**src/rtl/ascon_pack.sv**
```systemverilog
// ascon_pack: shared types and constants for the ASCON permutation engine.
//   type_state   five 64-bit words S0..S4; S0 sits in the most significant
//                64 bits of the packed 320-bit vector, S4 in the least.
//   RC_TABLE     the 12 round constants, c_i = F0 - i*0F.
//   SEL_*        rounds_sel encodings.
//   legal_unroll true for rounds-per-clock values that tile every supported
//                round count exactly.
// Build option: ASCON_PERM8_EN adds p8 (rounds 4..11) and narrows the legal
// UNROLL set to {1,2}.
package ascon_pack;

  typedef logic [0:4][63:0] type_state;

  localparam int NUM_ROUNDS = 12;

  localparam logic [1:0] SEL_P12  = 2'b00;
  localparam logic [1:0] SEL_P6   = 2'b01;
  localparam logic [1:0] SEL_P8   = 2'b10;
  localparam logic [1:0] SEL_P12B = 2'b11;

  localparam logic [0:11][7:0] RC_TABLE = {
    8'hF0, 8'hE1, 8'hD2, 8'hC3, 8'hB4, 8'hA5,
    8'h96, 8'h87, 8'h78, 8'h69, 8'h5A, 8'h4B
  };

  // 5-bit S-box, index is {x0,x1,x2,x3,x4} with x0 as MSB.
  localparam logic [0:31][4:0] SBOX = {
    5'h04, 5'h0b, 5'h1f, 5'h14, 5'h1a, 5'h15, 5'h09, 5'h02,
    5'h1b, 5'h05, 5'h08, 5'h12, 5'h1d, 5'h03, 5'h06, 5'h1c,
    5'h1e, 5'h13, 5'h07, 5'h0e, 5'h00, 5'h0d, 5'h11, 5'h18,
    5'h10, 5'h0c, 5'h01, 5'h19, 5'h16, 5'h0a, 5'h0f, 5'h17
  };

  // Out-of-range indices only occur while the engine idles, where the
  // round chain output is discarded.
  function automatic logic [7:0] round_const(logic [3:0] i);
    if (i > 4'd11) return 8'h00;
    return RC_TABLE[i];
  endfunction

  function automatic logic [4:0] sbox5(logic [4:0] x);
    return SBOX[x];
  endfunction

  function automatic logic [63:0] ror64(logic [63:0] x, int n);
    return (x >> n) | (x << (64 - n));
  endfunction

  function automatic bit legal_unroll(int u);
`ifdef ASCON_PERM8_EN
    return (u == 1) || (u == 2);
`else
    return (u == 1) || (u == 2) || (u == 3) || (u == 6);
`endif
  endfunction

  // First round index r0 = 12 - N for the selected permutation.
  function automatic logic [3:0] first_round(logic [1:0] sel);
    case (sel)
      SEL_P6:            return 4'd6;
`ifdef ASCON_PERM8_EN
      SEL_P8:            return 4'd4;
`else
      SEL_P8:            return 4'd0;
`endif
      SEL_P12, SEL_P12B: return 4'd0;
      default:           return 4'd0;
    endcase
  endfunction

endpackage

```
**src/rtl/ascon_round.sv**
```systemverilog
// ascon_round: one combinational ASCON round.
//   state  in   320  state before the round
//   round  in   4    round index i (constant c_i goes into S2[7:0])
//   result out  320  state after constant add, S-box layer and linear layer
module ascon_round
  import ascon_pack::*;
(
  input  type_state  state,
  input  logic [3:0] round,
  output type_state  result
);

  type_state added;
  type_state subst;

  // Column-wise S-box: bit c of every word forms one 5-bit column.
  function automatic type_state sbox_layer(type_state a);
    type_state  r;
    logic [4:0] v;
    r = '0;
    for (int c = 0; c < 64; c++) begin
      v = sbox5({a[0][c], a[1][c], a[2][c], a[3][c], a[4][c]});
      {r[0][c], r[1][c], r[2][c], r[3][c], r[4][c]} = v;
    end
    return r;
  endfunction

  always_comb begin
    added          = state;
    added[2][7:0]  = state[2][7:0] ^ round_const(round);
  end

  assign subst = sbox_layer(added);

  assign result[0] = subst[0] ^ ror64(subst[0], 19) ^ ror64(subst[0], 28);
  assign result[1] = subst[1] ^ ror64(subst[1], 61) ^ ror64(subst[1], 39);
  assign result[2] = subst[2] ^ ror64(subst[2],  1) ^ ror64(subst[2],  6);
  assign result[3] = subst[3] ^ ror64(subst[3], 10) ^ ror64(subst[3], 17);
  assign result[4] = subst[4] ^ ror64(subst[4],  7) ^ ror64(subst[4], 41);

endmodule

```
**src/rtl/ascon_perm_engine.sv**
```systemverilog
// ascon_perm_engine: multi-cycle ASCON permutation with begin/end XORs and
// cipher/tag registers, UNROLL rounds per clock.
//   clock_i, reset_i       clock, synchronous active-high reset
//   start_i                request, taken only while ready_o=1
//   rounds_sel_i           00/11=p12, 01=p6, 10=p8 (p12 without the option)
//   state_i, data_i, key_i input state S0..S4, rate block, key
//   en_xor_begin_data_i    S0||S1 ^= data_i at load
//   en_xor_begin_key_i     S2||S3 ^= key_i at load
//   en_xor_end_key_i       S3||S4 ^= key after the last round
//   en_xor_end_dom_i       S4[0] ^= 1 after the last round
//   en_reg_cipher_i        cipher_o <= (S0||S1) ^ data_i at load
//   en_reg_tag_i           tag_o <= final S3||S4 after the last round
//   state_o, cipher_o, tag_o  registered results
//   ready_o                idle; done_o one-cycle completion pulse
// Build option: ASCON_PERM8_EN enables p8 (rounds 4..11), UNROLL in {1,2}.
module ascon_perm_engine
  import ascon_pack::*;
#(
  parameter int UNROLL = 1
) (
  input  logic         clock_i,
  input  logic         reset_i,
  input  logic         start_i,
  input  logic [1:0]   rounds_sel_i,
  input  type_state    state_i,
  input  logic [127:0] data_i,
  input  logic [127:0] key_i,
  input  logic         en_xor_begin_data_i,
  input  logic         en_xor_begin_key_i,
  input  logic         en_xor_end_key_i,
  input  logic         en_xor_end_dom_i,
  input  logic         en_reg_cipher_i,
  input  logic         en_reg_tag_i,
  output type_state    state_o,
  output logic [127:0] cipher_o,
  output logic [127:0] tag_o,
  output logic         ready_o,
  output logic         done_o
);

  if (!legal_unroll(UNROLL)) begin : g_bad_unroll
    $error("ascon_perm_engine: illegal UNROLL=%0d", UNROLL);
  end

  localparam logic [3:0] STEP     = 4'(UNROLL);
  localparam logic [3:0] LAST_RND = 4'(NUM_ROUNDS - UNROLL);

  typedef enum logic {IDLE, RUN} fsm_t;

  fsm_t         fsm;
  logic [3:0]   rnd;
  logic         end_key_q;
  logic         end_dom_q;
  logic         reg_tag_q;
  // Key is held with the enables so a key change mid-run cannot leak into
  // the end XOR.
  logic [127:0] key_q;

  type_state chain [UNROLL+1];
  type_state load;
  type_state finish;

  assign chain[0] = state_o;

  for (genvar k = 0; k < UNROLL; k++) begin : g_round
    logic [3:0] idx;
    assign idx = rnd + 4'(k);
    ascon_round u_round (
      .state  (chain[k]),
      .round  (idx),
      .result (chain[k+1])
    );
  end

  always_comb begin
    load = state_i;
    if (en_xor_begin_data_i) begin
      load[0] = load[0] ^ data_i[127:64];
      load[1] = load[1] ^ data_i[63:0];
    end
    if (en_xor_begin_key_i) begin
      load[2] = load[2] ^ key_i[127:64];
      load[3] = load[3] ^ key_i[63:0];
    end
  end

  always_comb begin
    finish = chain[UNROLL];
    if (end_key_q) begin
      finish[3] = finish[3] ^ key_q[127:64];
      finish[4] = finish[4] ^ key_q[63:0];
    end
    if (end_dom_q) finish[4][0] = ~finish[4][0];
  end

  always_ff @(posedge clock_i) begin
    if (reset_i) begin
      fsm       <= IDLE;
      rnd       <= '0;
      state_o   <= '0;
      cipher_o  <= '0;
      tag_o     <= '0;
      ready_o   <= 1'b1;
      done_o    <= 1'b0;
      end_key_q <= 1'b0;
      end_dom_q <= 1'b0;
      reg_tag_q <= 1'b0;
      key_q     <= '0;
    end else begin
      done_o <= 1'b0;
      case (fsm)
        IDLE: begin
          if (start_i) begin
            fsm       <= RUN;
            ready_o   <= 1'b0;
            rnd       <= first_round(rounds_sel_i);
            state_o   <= load;
            end_key_q <= en_xor_end_key_i;
            end_dom_q <= en_xor_end_dom_i;
            reg_tag_q <= en_reg_tag_i;
            key_q     <= key_i;
            // Cipher always sees the data XOR, independent of the begin XOR.
            if (en_reg_cipher_i) cipher_o <= {state_i[0], state_i[1]} ^ data_i;
          end
        end
        RUN: begin
          if (rnd == LAST_RND) begin
            state_o <= finish;
            if (reg_tag_q) tag_o <= {finish[3], finish[4]};
            fsm     <= IDLE;
            ready_o <= 1'b1;
            done_o  <= 1'b1;
            rnd     <= '0;
          end else begin
            state_o <= chain[UNROLL];
            rnd     <= rnd + STEP;
          end
        end
      endcase
    end
  end

endmodule

```
**config.mk**
```make
export PLATFORM = sky130hd
export DESIGN_NAME = ascon_perm_engine
export DESIGN_NICKNAME = d
export VERILOG_FILES = /design/src/rtl/ascon_pack.sv /design/src/rtl/ascon_round.sv /design/src/rtl/ascon_perm_engine.sv
export SDC_FILE = /design/constraint.sdc
export NUM_CORES = 2
export LEC_CHECK = 0
export BUFFER_PORTS_ARGS = -buffer_cell sky130_fd_sc_hd__buf_2
export CORE_AREA = 8 8 454 456
export CTS_CLUSTER_SIZE = 8
export DETAILED_ROUTE_END_ITERATION = 16
export DIE_AREA = 0 0 462 464
export SLEW_MARGIN = 20
export SYNTH_ARGS = -nofsm -noshare
export SYNTH_HDL_FRONTEND = slang
export SYNTH_SLANG_ARGS = --single-unit
```
**constraint.sdc**
```tcl
create_clock -name clock_i -period 3.05 [get_ports clock_i]
set_clock_uncertainty 0.1 [all_clocks]
set_input_delay 0.305 -clock clock_i [delete_from_list [all_inputs] [get_ports clock_i]]
set_output_delay 0.305 -clock clock_i [all_outputs]
set_load 0.02 [all_outputs]
```
==> flow_summary.toml <==
[critical_path]
rrSetupSlack_ns = -0.07
cp-start-kind = "flip-flop"
r2r_cells = 10
required_ns = 3.60
r2r_end = "state_o[14]"
critPathMaxFanout = 4
cp-endpoint = "state_o[14]"
crit_start = "state_o[55]"
critPathKind = "flip-flop to flip-flop"
timing.rr.start = "state_o[55]"
cp.arrival_ns = 3.67
end_kind = "flip-flop"

[synth]
syn_nets = 7601
seq_area_frac_synth_pct = 27.2
synth_cell_types = 53
postSynth.asyncResetShare_pct = 0
syn-cell-area_sq_mm = 0.0526
synth_top_area_share_pct = 27.2
ys_seq_elements = 714
synth_edf_count = 0
yosys-top-cells-area = "dfxtp_1, xnor2_1, xor2_1"
synth_cells = 6669
synthFlopType = "dfxtp_1"
synth_top_cell_by_area = "dfxtp_1"
ys.warnings.count = 0
synth_area_per_cell_sq_um = 7.89

[place]
pre_cts_ws_ns = -0.736
postPlaceCellArea_sq_mm = 0.0658
numPortBuffers = 1164
dp_hpwl_um = 320000
gp_congestion = 1.04

[cells_and_area]
nNetsFinal = 9614
area_growth_pct = 41.4
drive_gt1_share_pct = 23.9
postLayoutCellArea_sq_mm = 0.0744
regArea_sq_mm = 0.0143
multi_input_area_sq_mm = 0.0362
n_fill_cell = 20700

[floorplanning]
pin_count = 1165
start_util_pct = 26.5
coreArea_sq_mm = 0.199
dieWidth_um = 462
die-area_sq_mm = 0.214
die_h_um = 464
num_rows = 164

[drt]
drt_iter0_markers = 7086
ant_nets = 0
drc_errors = 0
wl_per_cell_um = 33.6
routed-via-count = 59300
firstDrtPassIters = 5
vias_per_cell = 5.21
routed_wl_um = 383000

[sta]
worst_slack_ns = -0.0717
finalHoldViolations = 0
tightest_slew_ns = 1.16
setup_violations = 4
post-route-period-util_pct = 102
fmax_mhz = 320
relSlewSlack_pct = 22.8
fin_tns_setup_ns = -0.180
slew_violations = 0
hold_ws_ns = 0.0231
finalCriticalPeriod_ns = 3.12

[clock_network]
clock-sinks = 714
cts_buffers = 106
cts_tree = "built"
cts_max_level = 3
clock_path_buffers = 3
clock_latency_ns = 0.78
clk_pin_slew_worst_paths_ns = 0.06
clockRootBuffer = "clkbuf_16"

[global_routing]
antenna_found_initial = 70
grt_overflow_total = 0
grt_pass1_vias = 56200
grt_pass1_wl_um = 499000
track_usage_pct = 33.7
grt_start_max_net_pins = 136

[flow_run]
drv_cap = 0

[run_status]
status = "finished, violations left"
failed_checks = "setup timing"

[min_path]
hold_start = "state_i[35]"
hold_class = "primary input to flip-flop"
[cells by family (layout without fill, tap and decap cells)]
kind of cell               after synthesis  count (layout)  synth area share [%]
AOI/OAI and AO/OA                     1273            1273                  15.5
and+or+nand+nor                       2056            2056                  16.1
DFF                                    714             714                  27.2
adders and majority gates              345             345                  8.21
xor gates and xnor gates              1553            1553                  26.6
other                                    0              20                     0
buffers and inverters                  644            2697                  4.78
muxes                                   84              84                  1.61
[Yosys cell counts (2+ instances only)]
library cell and instances:
a211o_1 36, a211oi_1 332, a211oi_2 3, a21boi_4 2
a21o_1 36, a21oi_1 472, a21oi_4 2, a22o_1 109
a31oi_1 56, and2_1 2, and3_1 39, buf_1 25
buf_2 58, buf_4 2, buf_6 2, clkbuf_1 369
dfxtp_1 714, ha_1 345, inv_1 187, mux2_2 3
mux2i_1 80, nand2_1 900, nand2b_1 57, nand3_1 29
nor2_1 791, nor2b_1 72, nor3_1 94, nor3b_1 2
o211ai_1 9, o21a_1 5, o21ai_0 118, o21bai_1 4
o221a_2 2, o22ai_1 78, o31ai_1 5, or2_2 2
or3_1 64, xnor2_1 784, xnor2_2 14, xnor2_4 11
xnor3_1 2, xor2_1 737, xor2_2 5
[routing by layer]
metal,vias up,wire (um),track usage (%)
met4,48,23100,15.9
met2,3631,166000,52.6
met5,-,310,0
met3,758,44200,12.1
li1,26000,-,-
met1,28900,149000,41.3
[placed cells by master (no fill, tap or decap), types with 187 or more instances in the layout]
master,n
nand2_1,899
xor2_1,732
a211oi_1,331
a21oi_1,472
dlygate4sd3_1,506
inv_1,187
buf_4,642
dfxtp_1,708
xnor2_1,760
buf_2,1160
ha_1,345
nor2_1,784
[area by class of cell]
class | count | share of cell area, %
antenna | 20 | 0.0673
tap | 2656 | 4.47
sequential | 714 | 19.2
clock inverter | 14 | 0.306
multi-input combinational | 5311 | 48.6
inverter | 187 | 0.944
timing repair buffer | 2362 | 22.5
clock buffer | 134 | 3.80
[critical path, cell delays in order (launching register included)]
cell	delay [ns]
dfxtp_1	0.55
inv_1	0.15
ha_1	0.38
nor2b_1	0.15
a31oi_1	0.30
buf_12	0.19
xor2_4	0.31
xnor2_1	0.18
xnor2_1	0.28
a21oi_1	0.13
nor2_2	0.26
[metrics by stage]
stage | util (%) | cells
detailed placement | 33.1 | 10700
finish | 37.4 | 11400
global route | 37.4 | 11400
CTS | 37.3 | 11400
global placement | 33.1 | 10700
floorplan | - | 6669
[what timing repair did]
item | 4_1_cts | 5_1_grt
gates resized for setup | 29 | 18
endpoints found under the setup margin | 30 | 27
hold buffers | 506 | 0
setup buffers | 0 | 3
pin swaps | 1 | 4
hold endpoints to repair | 382 | 0
[sequential cells by signal, indices dropped and copies added, names as in the netlist]
name       flops
cipher_o     128
end_key_q      1
end_dom_q      1
tag_o        128
key_q        128
done_o         1
reg_tag_q      1
rnd            4
state_o      320
fsm            1
ready_o        1
[worst min path at each step]
stage	endpoint	slack (ns)	cells after the start
floorplan	key_q[0]	0.34	2
global placement	key_q[0]	0.35	2
detailed placement	key_q[0]	0.35	2
CTS	state_o[201]	0.002	5
global route	state_o[35]	0.02	5
finish	state_o[35]	0.02	5
Power is left out: the tool's default activity adds up to more than one toggle a clock period on the data nets, which glitch-free logic cannot reach.
